### src/rtl/clusterv_mem_arb_2x1.sv
// Two-initiator Wishbone arbiter in front of the 8 KB cluster memory controller.
// Round-robin on simultaneous requests, grant held for the whole initiator cycle,
// purely combinational request/response steering with no buffering.
module clusterv_mem_arb_2x1 #(
    parameter int ADR_WIDTH = 32,
    parameter int DAT_WIDTH = 32
) (
    input  logic                     clock,
    input  logic                     reset,

    input  logic [ADR_WIDTH-1:0]     i0_adr,
    input  logic [DAT_WIDTH-1:0]     i0_dat_w,
    input  logic [DAT_WIDTH/8-1:0]   i0_sel,
    input  logic                     i0_cyc,
    input  logic                     i0_stb,
    input  logic                     i0_we,
    output logic [DAT_WIDTH-1:0]     i0_dat_r,
    output logic                     i0_ack,
    output logic                     i0_err,

    input  logic [ADR_WIDTH-1:0]     i1_adr,
    input  logic [DAT_WIDTH-1:0]     i1_dat_w,
    input  logic [DAT_WIDTH/8-1:0]   i1_sel,
    input  logic                     i1_cyc,
    input  logic                     i1_stb,
    input  logic                     i1_we,
    output logic [DAT_WIDTH-1:0]     i1_dat_r,
    output logic                     i1_ack,
    output logic                     i1_err,

    output logic [ADR_WIDTH-1:0]     t_adr,
    output logic [DAT_WIDTH-1:0]     t_dat_w,
    output logic [DAT_WIDTH/8-1:0]   t_sel,
    output logic                     t_cyc,
    output logic                     t_stb,
    output logic                     t_we,
    input  logic [DAT_WIDTH-1:0]     t_dat_r,
    input  logic                     t_ack,
    input  logic                     t_err
);

    localparam logic [1:0] IDLE = 2'd0;
    localparam logic [1:0] GNT0 = 2'd1;
    localparam logic [1:0] GNT1 = 2'd2;

    logic [1:0] state;
    logic [1:0] state_nxt;
    // last_gnt = index of the initiator granted most recently; a tie goes to the other one
    logic       last_gnt;
    logic       last_gnt_nxt;

    // Next-state logic: arbitrate only from IDLE, hold a grant until its cyc drops
    always_comb begin
        state_nxt    = state;
        last_gnt_nxt = last_gnt;
        case (state)
            IDLE: begin
                if (i0_cyc && i1_cyc) begin
                    if (last_gnt) begin
                        state_nxt    = GNT0;
                        last_gnt_nxt = 1'b0;
                    end else begin
                        state_nxt    = GNT1;
                        last_gnt_nxt = 1'b1;
                    end
                end else if (i0_cyc) begin
                    state_nxt    = GNT0;
                    last_gnt_nxt = 1'b0;
                end else if (i1_cyc) begin
                    state_nxt    = GNT1;
                    last_gnt_nxt = 1'b1;
                end
            end
            GNT0:    if (!i0_cyc) state_nxt = IDLE;
            GNT1:    if (!i1_cyc) state_nxt = IDLE;
            default: state_nxt = IDLE;
        endcase
    end

    // State registers; reset leaves last_gnt=1 so i0 wins the first tie
    always_ff @(posedge clock or posedge reset) begin
        if (reset) begin
            state    <= IDLE;
            last_gnt <= 1'b1;
        end else begin
            state    <= state_nxt;
            last_gnt <= last_gnt_nxt;
        end
    end

    // Steer the granted initiator onto the target and route responses back to it only
    always_comb begin
        t_adr   = '0;
        t_dat_w = '0;
        t_sel   = '0;
        t_cyc   = 1'b0;
        t_stb   = 1'b0;
        t_we    = 1'b0;
        i0_ack  = 1'b0;
        i0_err  = 1'b0;
        i1_ack  = 1'b0;
        i1_err  = 1'b0;
        case (state)
            GNT0: begin
                t_adr   = i0_adr;
                t_dat_w = i0_dat_w;
                t_sel   = i0_sel;
                t_cyc   = i0_cyc;
                t_stb   = i0_stb;
                t_we    = i0_we;
                i0_ack  = t_ack;
                i0_err  = t_err;
            end
            GNT1: begin
                t_adr   = i1_adr;
                t_dat_w = i1_dat_w;
                t_sel   = i1_sel;
                t_cyc   = i1_cyc;
                t_stb   = i1_stb;
                t_we    = i1_we;
                i1_ack  = t_ack;
                i1_err  = t_err;
            end
            default: ;
        endcase
    end

    // Read data is broadcast; initiators qualify it with their own ack
    assign i0_dat_r = t_dat_r;
    assign i1_dat_r = t_dat_r;

endmodule

### config.mk
export PLATFORM = sky130hd
export DESIGN_NAME = clusterv_mem_arb_2x1
export DESIGN_NICKNAME = d
export VERILOG_FILES = /design/src/rtl/clusterv_mem_arb_2x1.sv
export SDC_FILE = /design/constraint.sdc
export NUM_CORES = 1
export LEC_CHECK = 0
export ABC_AREA = 0
export CORE_AREA = 2 2 123 125
export CTS_CLUSTER_SIZE = 24
export DETAILED_ROUTE_END_ITERATION = 8
export DIE_AREA = 0 0 125 127
export HOLD_SLACK_MARGIN = 0.02
export MAX_ROUTING_LAYER = met4
export PLACE_DENSITY = 0.62
export SLEW_MARGIN = 20
export SYNTH_ARGS = -nofsm -noshare
export SYNTH_HDL_FRONTEND = slang
export SYNTH_SLANG_ARGS = --single-unit
### constraint.sdc
create_clock -name clock -period 2.52 [get_ports clock]
set_input_delay 0.504 -clock clock [delete_from_list [all_inputs] [get_ports clock]]
set_output_delay 0.504 -clock clock [all_outputs]
set_load 0.005 [all_outputs]
**After elaboration in Yosys (flattened, before gate mapping)**

Cells that the tools add are included.

- Word-level logic and storage cells: 33
- Output and inout bits: 139
- Register bits after elaboration: 3

- Reductions and logical operators: 5
- Eq/ne operators: 5
- Multiplexer cells: 21

Operators by type and width:

| cell | number |
|---|---|
| $pmux W32 S2 | 2 |
| $mux W2 | 6 |
| $mux W1 | 8 |
| $pmux W4 S2 | 1 |
| $pmux W1 S2 | 3 |
| $pmux W2 S3 | 1 |
| $ne A2 B2 Y1 const B | 2 |
| $ne A4 B4 Y1 const B | 1 |
| $reduce_and A3 Y1 | 1 |
| $reduce_bool A3 Y1 | 1 |
| $eq A2 B1 Y1 const B | 1 |
| $eq A2 B2 Y1 const B | 1 |
| $logic_not A2 Y1 | 1 |
| $reduce_and A2 Y1 | 1 |
| $logic_and A1 B1 Y1 | 1 |

**Depth between registers and ports, before layout**

- Word-level depth: 4
- Gate-level depth with buffers: 7

**Worst setup path after synthesis**

OpenSTA, ideal clock, no wires.

- Kind: reg2out
- Start point: register state[0]
- End point: output port t_adr[0]
- Cell stages (with the launch flop): 5
- Arrival time: 1.148 ns
- Path slack: 0.868 ns
- Cell sequence: dfrtp_1 inv_1 ha_1 clkbuf_1 nor2b_1

- Cells in the longest elaborated chain, start to end: 2

RTL lines:

| element | line | RTL |
|---|---|---|
| start, declared | 46 | `logic [1:0] state;` |
| start signal, assigned | 86 | `state <= state_nxt;` |
| $eq A2 B2 Y1 or $eq A2 B1 Y1 (tied branches) | 103 | `case (state)` |
| $pmux W32 S2 (*) | 103 |  |
| end, declared | 31 | `output logic [ADR_WIDTH-1:0] t_adr,` |

Every way passes the cells marked *; elsewhere a longest branch is shown, timed or not.

**Worst setup path after layout**

- Start point: register state[0]
- End point: output port t_adr[5]

Same word-level chain as after synthesis.

==> metrics.txt <==
outcome=complete, no violations; CTS tree=done; Clock Sinks=3; CTS Buf Count=3; min Tclk post-route=2.45 ns; maximum vdd drop=0.483 mV; Area Overhead vs Synth=117%; async set-reset flop share out of synthesis=100%; Max Cap Viol=0; PortBufs=220; Synth Cell Area=0.00182 mm^2; Die Wd=125 um; DIE HEIGHT=127 um; TritonRoute pass-1 iters=4; syn_nets=435; most frequent cell after synthesis=nor2b_1; clock-pin slew on the worst setup and hold paths=approximately 0.030 ns; gpl congestion=0.768; die area=0.0159 mm^2; Initial Util=12.6%; via count=2,343; CP max stage cell=clkdlybuf4s50_1; I/O Pins=about 320; Hold Vio Cnt, Final=0; core area=0.0144 mm^2; fillcell total=1,532; hold crit path type=in -> async; vias per cell=4.01; RSZ-0062 raised after global routing=no; clock root buffer=clkbuf_16; H-tree level count=1; crit-path cells=buf_4, ha_4, bufbuf_16, a22oi_1, nor2b_1, clkdlybuf4s50_1; Lkg Pwr=roughly 1.3 nW; largest net degree at the start of global routing=38; CTS Buffer Depth=2; Initial DRC Count=between 90 and 100; first-pass GRT wire length=roughly 13,000 um; top achievable clock speed=0.409 GHz; Clock Skew=0.0000926 ns; normalized max-slew margin=82.0%; DP Wirelength=roughly 6600 um; Multi-input gate area=0.00114 mm^2; setup TNS=0 ns; power density cells=780 mW/mm^2; worst endpoint data arrival time=1.94 ns; Worst EP required=2.02 ns; Area contributors post-synth=a22oi_1 29%, buf_4 29%, nor2b_1 24%; ys flop type=dfrtp_1; critical path startpoint category=flip-flop; synthesized instance count=roughly 250; Skew-Pair Late Insertion Delay=0.22 ns; crit-path max FO=18; ANT cells=0; Yosys top cell area share=28.8%; post-layout util=27.4%; number of global-route vias before repair=2,390; DRC viols=0; initial antenna violation count=0; Post-synth top cells=71 x nor2b_1, 70 x a22oi_1, 70 x buf_4, 7 x buf_2, 7 x clkbuf_1; number of enable flip-flop cells after synthesis=0; GRT Total Usage=9.87%; drt total wl=between 8000 and 9000 um; routed len/inst=~15 um; sequential area share after synthesis=4.19%; total grt overflow=0; Avg Cell Area, Syn=approximately 7.2 um^2; Core Rows=44; area leader, netlist=a22oi_1; Critical Path Sink Type=output pin; Final ANT Viol Nets=0; Syn. warnings=0; final setup fails=0; CP max stage delay=0.45 ns; Synth Register Bits=3; Slew Limit Fails=0; register area=76.3 um^2; Worst-Margin Slew=0.270 ns; layout cell share with drive strength beyond 1=5.99%; final std cells w/o fill=585; fin nets=583; Netlist cell types=21; CP Class=reg -> out; placed cells=577; period utilization=97.1%
## report_power, final
part | internal, mW | switching [mW]
Combinational | 1.66 | 1.08
Clock | 0.209 | 0.0424
Sequential | 0.0764 | 0.0156
## timing repair
item | in CTS | in global routing
setup buffers | 2 | 0
hold buffers | 0 | 0
setup endpoints to repair | 36 | 27
resized for setup | 5 | 6
cloned | 2 | 0
pin swaps | 0 | 1
endpoints found under the hold margin | 0 | 0
## registers in the layout (all words and copies together) (netlist names)
signal,count
state,2
last_gnt,1
## cell families (layout without fill, tap and decap cells)
| group | after synthesis | count (layout) | share of synthesized area (%) |
|---|---|---|---|
| AOI/OAI and AO/OA | 77 | 77 | 31.6 |
| adders and majority gates | 3 | 3 | 2.06 |
| buffers and inverters | 93 | 240 | 35.3 |
| DFF | 3 | 3 | 4.19 |
| muxes | 1 | 1 | 0.618 |
| and+or+nand+nor | 77 | 77 | 26.2 |
## layer usage
metal | track usage, % | part of all wire [%] | up-vias
met4 | 4.05 | 3.9 | 0
met2 | 18.4 | 52 | 152
met5 | - | 0 | -
li1 | - | - | 1115
met3 | 2.14 | 9.1 | 43
met1 | 10.1 | 35 | 1033
## critical path, delay by kind of cell (launching register included)
| family | cells | cell delay, ns |
|---|---|---|
| flip-flops | 1 | 0.38 |
| AND/OR/NAND/NOR | 1 | 0.06 |
| adder cells (fa/ha/maj) | 1 | 0.18 |
| AO/OA/AOI/OAI | 1 | 0.19 |
| buffers and inverters | 3 | 0.89 |
## layout make-up
class / count / area share [%]
repair buffers: 230 / 60.8
multi-input cells: 158 / 28.9
well taps: 184 / 5.83
clock buffers: 4 / 1.99
flip-flops and latches: 3 / 1.93
inverters: 6 / 0.570
## worst paths after layout
| kind | start | end | slack [ns] | cells past startpoint |
|---|---|---|---|---|
| hold reg to reg | last_gnt | last_gnt | 0.49 | 2 |
| max in group asynchronous | reset | last_gnt | 1.86 | 2 |
| setup / recovery | state[0] | t_adr[5] | 0.07 | 6 |
| setup reg to reg | state[0] | state[0] | 0.86 | 6 |
| min in group clock | last_gnt | last_gnt | 0.49 | 2 |
| hold / removal | reset | state[0] | 0.45 | 2 |
## per-stage QoR
| step | power [mW] | instance area (um^2) | setup slack (ns) | hold WS (ns) |
|---|---|---|---|---|
| after floorplan | 1.48 | 1820 | 0.868 | 0.257 |
| after global placement | 2.59 | 3750 | 0.201 | 0.480 |
| after detailed placement | 2.65 | 3750 | 0.189 | 0.488 |
| after CTS | 3.11 | 3940 | 0.0466 | 0.458 |
| after global routing | 3.30 | 3950 | 0.000152 | 0.480 |
| final | 3.08 | 3950 | 0.0740 | 0.452 |
## placed cells by master (no fill, tap or decap)
master	count
a21boi_0	1
a21oi_1	2
a22o_1	1
a22oi_1	69
a22oi_2	2
and2_1	4
buf_12	5
buf_4	2
buf_8	1
bufbuf_16	2
clkbuf_1	1
clkbuf_16	3
clkdlybuf4s50_1	218
dfrtp_1	2
dfstp_2	1
dlymetal6s2s_1	2
ha_2	1
ha_4	2
inv_1	3
inv_2	3
mux2_1	1
nand2_1	1
nand3_1	1
nor2b_1	69
nor2b_2	2
o21ai_0	1
o31ai_1	1
No activity file was read; power rests on OpenSTA's default activity.
